[config.mk]
export PLATFORM = sky130hd
export DESIGN_NAME = reset_sequencer
export DESIGN_NICKNAME = d
export VERILOG_FILES = /design/src/rtl/rstseq_pkg.sv /design/src/rtl/sync2.sv /design/src/rtl/reset_sequencer.sv
export SDC_FILE = /design/constraint.sdc
export NUM_CORES = 1
export LEC_CHECK = 0
export CORE_MARGIN = 1.5
export CORE_UTILIZATION = 40
export DETAILED_ROUTE_END_ITERATION = 7
export HOLD_SLACK_MARGIN = 0.15
export PLACE_DENSITY = 0.64
export SLEW_MARGIN = 30
export SYNTH_ARGS = -nofsm -noshare
export SYNTH_HDL_FRONTEND = slang
export SYNTH_SLANG_ARGS = --single-unit
[constraint.sdc]
create_clock -name clk -period 1.7 [get_ports clk]
set_input_delay 0.34 -clock clk [delete_from_list [all_inputs] [get_ports clk]]
set_output_delay 0.34 -clock clk [all_outputs]
set_load 0.02 [all_outputs]
[src/rtl/rstseq_pkg.sv]
// Shared definitions for the reset sequencer.
//   - FSM state encoding (3-bit, kept as plain localparams so older
//     tooling and waveform viewers that decode by value keep working)
//   - default parameter values
//   - lowest_zero(): index of the lowest cleared bit in an 8-bit vector
package rstseq_pkg;

    localparam logic [2:0] ST_ASSERT   = 3'd0;
    localparam logic [2:0] ST_RELEASE  = 3'd1;
    localparam logic [2:0] ST_WAIT_ACK = 3'd2;
    localparam logic [2:0] ST_GUARD    = 3'd3;
    localparam logic [2:0] ST_DONE     = 3'd4;
    localparam logic [2:0] ST_FAULT    = 3'd5;

    localparam int DEF_STAGES       = 4;
    localparam int DEF_GUARD_CYCLES = 16;
    localparam int DEF_TIMEOUT      = 255;
    localparam int DEF_CNT_W        = 8;

    // Returns the index of the lowest 0 bit; 0 if every bit is set.
    // Callers pad unused upper bits with 1s so they never win.
    function automatic logic [2:0] lowest_zero(input logic [7:0] v);
        logic [2:0] r;
        r = 3'd0;
        for (int i = 7; i >= 0; i--) begin
            if (!v[i]) r = 3'(i);
        end
        return r;
    endfunction

endpackage

[src/rtl/sync2.sv]
// Two-flop synchroniser for asynchronous level inputs.
// Ports:
//   clk  in   sampling clock
//   rst  in   async active-high reset, clears both stages to 0
//   d    in   W  asynchronous input
//   q    out  W  synchronised output, 2 clk latency
module sync2 #(
    parameter int W = 1
) (
    input  logic         clk,
    input  logic         rst,
    input  logic [W-1:0] d,
    output logic [W-1:0] q
);

    logic [W-1:0] meta;

    always_ff @(posedge clk or posedge rst) begin
        if (rst) begin
            meta <= '0;
            q    <= '0;
        end else begin
            meta <= d;
            q    <= meta;
        end
    end

endmodule

[src/rtl/reset_sequencer.sv]
// Reset sequencer: holds STAGES reset domains in reset after rst_in, then
// releases them one at a time (index 0 first). Each release waits for the
// previous domain's acknowledge plus a guard delay. Reports completion,
// acknowledge timeouts and loss of acknowledge after completion.
// Ports:
//   clk          in   system clock
//   rst_in       in   async active-high reset (from the reset generator)
//   soft_rst     in   sync; restarts the sequence from ASSERT
//   stage_ack    in   STAGES  per-domain ready, asynchronous level
//   rst_out      out  STAGES  per-domain reset, active-high
//   all_ready    out  all domains released and acknowledged
//   fault        out  sequence aborted (timeout or ack lost after DONE)
//   fault_stage  out  3  stage that timed out or dropped its ack
//   state_dbg    out  3  current FSM state (rstseq_pkg ST_* encoding)
// stage_ack is a level, not a valid/ready handshake: a domain raises it when
// it is ready and is expected to keep it high; only the synchronised value
// is ever looked at.
module reset_sequencer
    import rstseq_pkg::*;
#(
    parameter int STAGES       = DEF_STAGES,
    parameter int GUARD_CYCLES = DEF_GUARD_CYCLES,
    parameter int TIMEOUT      = DEF_TIMEOUT,
    parameter int CNT_W        = DEF_CNT_W
) (
    input  logic              clk,
    input  logic              rst_in,
    input  logic              soft_rst,
    input  logic [STAGES-1:0] stage_ack,
    output logic [STAGES-1:0] rst_out,
    output logic              all_ready,
    output logic              fault,
    output logic [2:0]        fault_stage,
    output logic [2:0]        state_dbg
);

    logic [2:0]        state;
    logic [CNT_W-1:0]  cnt;
    logic [CNT_W-1:0]  cnt_inc;
    logic [2:0]        idx;
    logic [STAGES-1:0] ack_s;
    logic [STAGES-1:0] idx_mask;
    logic [7:0]        ack_pad;
    logic              cur_ack;

    sync2 #(.W(STAGES)) u_ack_sync (
        .clk (clk),
        .rst (rst_in),
        .d   (stage_ack),
        .q   (ack_s)
    );

    // One-hot select of the stage being sequenced; avoids indexing with a
    // wider-than-needed idx.
    assign idx_mask = STAGES'(1) << idx;
    assign cur_ack  = |(ack_s & idx_mask);

    // Counter saturates rather than wrapping so a stuck state cannot
    // alias back to a terminal count.
    assign cnt_inc = (cnt == '1) ? cnt : cnt + CNT_W'(1);

    // Unused upper bits read as acked so they never become fault_stage.
    always_comb begin
        ack_pad = '1;
        ack_pad[STAGES-1:0] = ack_s;
    end

    assign state_dbg = state;

    always_ff @(posedge clk or posedge rst_in) begin
        if (rst_in) begin
            state       <= ST_ASSERT;
            cnt         <= '0;
            idx         <= '0;
            rst_out     <= '1;
            all_ready   <= 1'b0;
            fault       <= 1'b0;
            fault_stage <= '0;
        end else if (soft_rst) begin
            // Overrides any timeout or ack decision in the same cycle.
            state       <= ST_ASSERT;
            cnt         <= '0;
            idx         <= '0;
            rst_out     <= '1;
            all_ready   <= 1'b0;
            fault       <= 1'b0;
            fault_stage <= '0;
        end else begin
            case (state)
                ST_ASSERT: begin
                    rst_out <= '1;
                    if (cnt == CNT_W'(GUARD_CYCLES - 1)) begin
                        state <= ST_RELEASE;
                        cnt   <= '0;
                        idx   <= '0;
                    end else begin
                        cnt <= cnt_inc;
                    end
                end

                ST_RELEASE: begin
                    rst_out <= rst_out & ~idx_mask;
                    cnt     <= '0;
                    state   <= ST_WAIT_ACK;
                end

                ST_WAIT_ACK: begin
                    // Ack is tested first so it wins over a coincident timeout.
                    if (cur_ack) begin
                        state <= ST_GUARD;
                        cnt   <= '0;
                    end else if (cnt == CNT_W'(TIMEOUT - 1)) begin
                        state       <= ST_FAULT;
                        cnt         <= '0;
                        fault       <= 1'b1;
                        fault_stage <= idx;
                        rst_out     <= '1;
                        all_ready   <= 1'b0;
                    end else begin
                        cnt <= cnt_inc;
                    end
                end

                ST_GUARD: begin
                    if (cnt == CNT_W'(GUARD_CYCLES - 1)) begin
                        cnt <= '0;
                        if (idx == 3'(STAGES - 1)) begin
                            state     <= ST_DONE;
                            all_ready <= 1'b1;
                        end else begin
                            state <= ST_RELEASE;
                            idx   <= idx + 3'd1;
                        end
                    end else begin
                        cnt <= cnt_inc;
                    end
                end

                ST_DONE: begin
                    if (!(&ack_s)) begin
                        state       <= ST_FAULT;
                        cnt         <= '0;
                        fault       <= 1'b1;
                        fault_stage <= lowest_zero(ack_pad);
                        rst_out     <= '1;
                        all_ready   <= 1'b0;
                    end
                end

                ST_FAULT: begin
                    // Sticky until soft_rst or rst_in.
                    rst_out   <= '1;
                    all_ready <= 1'b0;
                    fault     <= 1'b1;
                end

                default: begin
                    state     <= ST_ASSERT;
                    cnt       <= '0;
                    idx       <= '0;
                    rst_out   <= '1;
                    all_ready <= 1'b0;
                end
            endcase
        end
    end

endmodule

==> results.py, run 1 <==
metrics = {
    "status": {
        "outcome": "finished, violations left",
        "failed_checks": "setup timing",
    },
    "global_route": {
        "grt_pass1_vias": 1801,
        "gr-total-overflow": 0,
        "groute.usage.overall_pct": 22.0,
        "antenna_found_initial": 0,
        "grt_pass1_wl_mm": 8.59,
        "grt_max_degree": 32,
    },
    "cts": {
        "htreeDepth": 2,
        "cts_tree": "done",
        "clkSinkCount": 31,
        "clk_latency_ns": 0.29,
        "cts-buffers-inserted": 5,
        "clockBufferDepth": 2,
        "root_buffer": "clkbuf_8",
        "cts.reportedPaths.clkPinSlew_ns": 0.07,
    },
    "detailed_routing": {
        "drt_wl_total_mm": 5.04,
        "drtIter0Drc": 146,
        "vias": 1791,
        "ant_nets": 0,
        "dr.pass1.iters": 4,
        "drc": 0,
        "viasPerCell": 5.54,
        "wl_per_cell_um": 15.6,
    },
    "synthesis": {
        "synthCells": 195,
        "ys_dominant_reg_cell": "dfrtp_1",
        "syn_area_mm2": 0.00186,
        "ys_seq_area_share_pct": 42.0,
        "asyncSetResetFlopFracSynth_pct": 100,
        "ys_types": 52,
        "synth-edff-count": 0,
        "synth_fp_nets": 209,
        "avgSynthCellArea_um2": 9.53,
        "synth_warnings": 0,
        "ys_ff_latch": 31,
    },
    "timing": {
        "post-route-min-period_ns": 1.82,
        "fin_crit_sh_pct": 107,
        "slew_viol_final": 0,
        "relSlewSlack_pct": 67.7,
        "grt_setup_unrepaired": "true",
        "setup_viol": 21,
        "fin_skew_ns": 0.00389,
        "fin_ws_ns": -0.123,
        "hold_viol": 0,
        "hold_ws_ns": 0.348,
        "tightest_slew_ns": 0.484,
        "timing.fmax_ghz": 0.549,
    },
    "setup_path": {
        "ff2ff_path_depth": 7,
        "cp.required_ns": 1.86,
        "critPathMaxFanout": 4,
        "reg2reg_slack_ns": -0.12,
        "endpoint_kind": "register",
        "worstSetupPathType": "reg2reg",
        "r2r-end": "fault_stage[1]",
        "r2r_start": "idx[1]",
        "critPathArrivalTime_ns": 1.99,
        "start_kind": "register",
    },
    "hold_path": {
        "worstHoldStart": "u_ack_sync.meta[2]",
        "hold_depth": 0,
        "hold_path_end": "u_ack_sync.q[2]",
        "hold_path.class": "reg2reg",
    },
    "place": {
        "place_hpwl_mm": 3.42,
        "io_buffers": 18,
        "place_ws_ns": -0.334,
        "place_congestion": 0.844,
    },
    "cells_and_area": {
        "nNetsFinal": 284,
        "layout-drive-gt1-share_pct": 38.7,
        "fillers": 392,
        "area_delta_synth_final_pct": 48.6,
        "fin_util_pct": 62.6,
        "diodes": 0,
    },
    "floorplan": {
        "io_pins": 19,
        "dieArea_mm2": 0.00507,
        "core_area_mm2": 0.00441,
        "die_h_um": 71.2,
        "rows": 24,
        "initial_core_util_pct": 42.1,
        "die_w_um": 71.2,
    },
    "pwr": {
        "ir_worst_vdd_mv": 0.827,
        "finalPower_mw": 2.84,
        "cellPowerDensity_mw_per_mm2": 1030,
        "p_leak_nw": 1.16,
    },
    "flow_run": {
        "drv_cap": 0,
    },
}
## cells in the final DEF, fill, tap and decap left out, drive strengths merged, types with 2 or more instances in the layout
cell type | netlist | routed
clkbuf | 2 | 6
or2 | 2 | 2
nor2b | 2 | 2
and3 | 2 | 2
and4 | 2 | 2
a211oi | 6 | 6
dlygate4sd2 | 0 | 7
clkdlybuf4s50 | 0 | 11
nand3 | 7 | 7
buf | 7 | 59
o211ai | 4 | 4
dfrtp | 27 | 27
nand2b | 3 | 3
mux2i | 6 | 6
o32ai | 3 | 3
o21a | 3 | 3
dfstp | 4 | 4
nor2 | 13 | 13
a21oi | 8 | 8
nand3b | 2 | 2
o22ai | 5 | 5
a41oi | 2 | 2
o21ai | 12 | 12
nand2 | 24 | 24
a31oi | 3 | 3
nand4 | 2 | 2
inv | 14 | 14
nor3 | 4 | 4
ha | 7 | 7
or3 | 2 | 2
## routing by layer
metal,routed length [µm],global-route usage [%],up-vias
met5,0,0,-
met4,95,8.39,0
met3,164,5.41,9
met2,2440,36.6,34
met1,2340,27.5,886
li1,-,-,862
## Yosys cell counts, types with 3 or more instances
library cell  number  area, µm²
o211ai_1           4       30.0
buf_2              5       25.0
a21oi_1            7       35.0
ha_1               7       87.6
dfrtp_1           27        676
inv_1             14       52.6
nand2_1           24       90.1
dfstp_2            4        105
o21ai_0           12       60.1
a211oi_4           3       60.1
o21a_1             3       22.5
a31oi_1            3       18.8
o32ai_1            3       26.3
nor2_1            13       48.8
nand3_1            7       35.0
nand2b_1           3       18.8
mux2i_1            6       60.1
o22ai_1            5       31.3
## critical path, cell delays in order (launching register included)
cell	delay, ns
dfrtp_1	0.41
buf_6	0.14
ha_4	0.16
a222oi_1	0.30
buf_4	0.19
o2111a_2	0.25
o21a_1	0.18
o32ai_1	0.08
## how the worst max path moves through the flow
stage | startpoint | to | slack, ns | depth (start not counted)
3_3_place_gp | idx[0] | state_dbg[0] | -0.19 | 7
2_1_floorplan | state_dbg[1] | state_dbg[0] | -0.03 | 6
4_1_cts | idx[0] | cnt[3] | -0.10 | 8
5_1_grt | idx[1] | cnt[3] | -0.21 | 8
3_5_place_dp | idx[1] | state_dbg[0] | -0.33 | 7
6_report | idx[1] | fault_stage[1] | -0.12 | 7
## state kept, by name, summed over array words and instances (netlist names), 3 cells and up
name / cells
cnt: 8
rst_out: 4
u_ack_sync.meta: 4
u_ack_sync.q: 4
fault_stage: 3
idx: 3
state_dbg: 3
## kinds of logic after synthesis
kind of cell,count (synthesis),synth area share (%)
simple gates,71,20.7
compound gates,56,23.4
flops,31,42.0
buf+inv,23,5.59
fa+ha+maj,7,4.71
mux,6,3.23
xor+xnor,1,0.471
## power by group
| part | switching (mW) | internal, mW |
|---|---|---|
| logic | 0.644 | 0.566 |
| clock network | 0.280 | 0.474 |
| registers | 0.0538 | 0.818 |
| total | 0.978 | 1.86 |
## stage by stage
stage               TNS, ns  instances  area (µm²)
floorplan           -0.0669        195        1860
global placement      -2.91        304        2430
detailed placement    -3.70        304        2430
CTS                   -1.03        322        2730
global route          -3.83        323        2760
finish                -1.72        323        2760
## timing repair
action | CTS | global route
endpoints found under the setup margin | 30 | 23
setup buffers | 11 | 2
hold buffers | 0 | 0
resized for setup | 36 | 6
cloned | 0 | 0
pin swaps | 6 | 6
## area by class of cell
| type | instances | area (µm²) | area share, % |
|---|---|---|---|
| clock buffer | 6 | 82.6 | 2.99 |
| inverter | 14 | 55.1 | 1.99 |
| clock inverter | 2 | 35.0 | 1.27 |
| multi-input combinational | 141 | 1090 | 39.4 |
| tap | 52 | 65.1 | 2.36 |
| timing repair buffer | 77 | 653 | 23.6 |
| sequential | 31 | 782 | 28.3 |
No activity file was read; power rests on OpenSTA's default activity.
==> run 2, diff against run 1 <==
Settings changed: CELL_PAD_IN_SITES_DETAIL_PLACEMENT set to 0, CELL_PAD_IN_SITES_GLOBAL_PLACEMENT set to 1, CORE_UTILIZATION 40 to 39, PLACE_DENSITY 0.64 to 0.77.
==> run 2 against run 1 <==
  * The run still ends with setup timing left
  * Sequential cell count is the same
  * Worst hold slack improved by 0.0029 ns
  * Sequential share of layout area rose by 0.19 points
  * Clock skew hardly changed
  * Critical path depth increased by 1
  * Global-route usage about the same
  * Setup slack lost 0.089 ns
  * Clock power rose by 2%
  * Non-clock buffer count is 6 lower
  * Die area rose by 2.5%
  * Power grew 1.2%
  * Critical path type unchanged
==> results.py, run 2 (same netlist as run 1, synthesis figures left out) <==
metrics = {
    "setup_path": {
        "start_kind": "register",
        "r2r-end": "cnt[3]",
        "cp_top_family": "compound AO/OA/AOI/OAI gates",
        "cp_slowest_cell": "dfrtp_2",
        "critPathLaunch": "idx[1]",
        "max_stage_delay_ns": 0.46,
        "crit_chain": "inv_4 > ha_4 > a222oi_1 > buf_4 > o21a_4 > a211oi_4 > buf_4 > o22ai_1",
        "critPathArrivalTime_ns": 2.07,
        "endpoint_kind": "register",
        "cpMostUsedCell": "buf_4",
        "critical_path.endpoint": "cnt[3]",
        "cp.required_ns": 1.86,
        "ff2ff_path_depth": 8,
        "crit_cells": 8,
        "path_buf_inv": 3,
        "r2r_start": "idx[1]",
        "worstSetupPathType": "reg2reg",
        "reg2reg_slack_ns": -0.21,
        "critPathMaxFanout": 5,
    },
    "pwr": {
        "seq_power_share_pct": 31.0,
        "cellPowerDensity_mw_per_mm2": 1040,
        "p_clk_share_pct": 26.7,
        "ir_worst_vdd_mv": 0.566,
        "combPwrFrac_pct": 42.3,
        "p_sw_mw": 0.999,
        "p_int_mw": 1.87,
        "p_leak_nw": 1.14,
        "p_sw_share_pct": 34.8,
    },
    "global_route": {
        "grt_max_degree": 32,
        "gr-total-overflow": 0,
        "grt_pass1_vias": 1809,
        "groute.usage.overall_pct": 22.0,
        "grt_pass1_wl_mm": 8.78,
        "antenna_found_initial": 0,
    },
    "detailed_routing": {
        "ant_nets": 0,
        "drt_wl_total_mm": 5.26,
        "vias": 1790,
        "drc": 0,
        "drtIter0Drc": 137,
        "dr.pass1.iters": 4,
        "viasPerCell": 5.65,
        "wl_per_cell_um": 16.6,
    },
    "cells_and_area": {
        "final_cells": 317,
        "mostFrequentLayoutCell": "buf_4",
        "mostFrequentLayoutCells": "buf_4, dfrtp_1, nand2_1, nor2_1, o21ai_0",
        "diodes": 0,
        "largest_register": "cnt",
        "area_delta_synth_final_pct": 48.0,
        "nNetsFinal": 278,
        "layout-drive-gt1-share_pct": 40.8,
        "largest_reg_flops": 8,
    },
    "timing": {
        "tightest_slew_ns": 0.521,
        "hold_viol": 0,
        "grt_setup_unrepaired": "true",
        "fin_tns_setup_ns": -2.30,
        "post-route-min-period_ns": 1.91,
        "fin_crit_sh_pct": 112,
        "fin_skew_ns": 0.00422,
        "relSlewSlack_pct": 65.1,
        "slew_viol_final": 0,
        "setup_viol": 19,
        "fin_ws_ns": -0.212,
        "timing.fmax_ghz": 0.523,
    },
    "flow_run": {
        "drv_cap": 0,
    },
    "cts": {
        "cts.reportedPaths.clkPinSlew_ns": 0.07,
        "clkSinkCount": 31,
        "root_buffer": "clkbuf_8",
        "holdBufCountCts": 0,
        "cts-buffers-inserted": 5,
        "clockBufferDepth": 2,
        "cts_tree": "done",
        "htreeDepth": 2,
        "clk_latency_ns": 0.29,
    },
    "hold_path": {
        "hold_path.class": "reg2reg",
    },
    "status": {
        "failed_checks": "setup timing",
        "outcome": "finished, violations left",
    },
    "place": {
        "io_buffers": 18,
        "place_hpwl_mm": 3.71,
        "place_congestion": 0.910,
        "place_ws_ns": -0.288,
        "dp.cells": 293,
    },
    "floorplan": {
        "rows": 24,
        "core_area_mm2": 0.00447,
        "io_pins": 19,
        "die_h_um": 72.0,
        "initial_core_util_pct": 41.6,
        "die_w_um": 72.0,
        "dieArea_mm2": 0.00519,
    },
}
-- run 2: through the flow --
stage | power (mW) | util, % | area [µm²] | hold WS (ns)
floorplan | 1.53 | - | 1860 | 0.331
global placement | 1.86 | 52.1 | 2330 | 0.333
detailed placement | 1.90 | 52.1 | 2330 | 0.337
CTS | 2.75 | 57.9 | 2590 | 0.353
global route | 3.04 | 61.5 | 2750 | 0.357
finish | 2.87 | 61.5 | 2750 | 0.351
-- run 2: what timing repair did --
| action | CTS | global route |
|---|---|---|
| endpoints found under the setup margin | 29 | 24 |
| resized for setup | 28 | 22 |
| pin swaps | 3 | 12 |
| buffers inserted | 9 | 10 |
-- run 2: power groups by stage --
stage	Combinational, mW	Sequential, mW	Clock, mW
5_1_grt	1.32	0.902	0.813
6_report	1.21	0.889	0.766
2_1_floorplan	0.597	0.936	0
3_3_place_gp	0.963	0.898	0
4_1_cts	1.09	0.888	0.775
3_5_place_dp	0.991	0.905	0
-- run 2: area by class of cell --
cell class | instances | area, µm²
fillers | 380 | 1720
multi-input cells | 141 | 1150
flip-flops and latches | 31 | 785
repair buffers | 71 | 577
clock buffers | 6 | 82.6
well taps | 52 | 65.1
inverters | 14 | 60.1
clock inverters | 2 | 35.0
-- run 2: worst min path at each step --
| stage | cells past startpoint | slack (ns) | to | startpoint |
|---|---|---|---|---|
| finish | 0 | 0.35 | u_ack_sync.q[3] | u_ack_sync.meta[3] |
| CTS | 0 | 0.35 | u_ack_sync.q[3] | u_ack_sync.meta[3] |
| global placement | 0 | 0.33 | u_ack_sync.q[1] | u_ack_sync.meta[1] |
| global route | 0 | 0.36 | u_ack_sync.q[3] | u_ack_sync.meta[3] |
| detailed placement | 0 | 0.34 | u_ack_sync.q[3] | u_ack_sync.meta[3] |
| floorplan | 0 | 0.33 | u_ack_sync.q[0] | u_ack_sync.meta[0] |
-- run 2: metal layers --
layer  part of all wire, %  vias to the layer above  global-route usage, %  wire [µm]
li1                      -                      852                      -          -
met1                    45                      886                   28.5       2340
met5                     0                        -                      0          0
met4                  0.95                        0                   5.24         50
met3                   4.8                        7                   4.86        252
met2                    50                       45                   37.6       2620
==> run 3, diff against run 2 <==
Settings changed: SLEW_MARGIN 30 to unset.
==> results of run 3 <==
Final layout, timing and power as in run 2 (identical DEF).
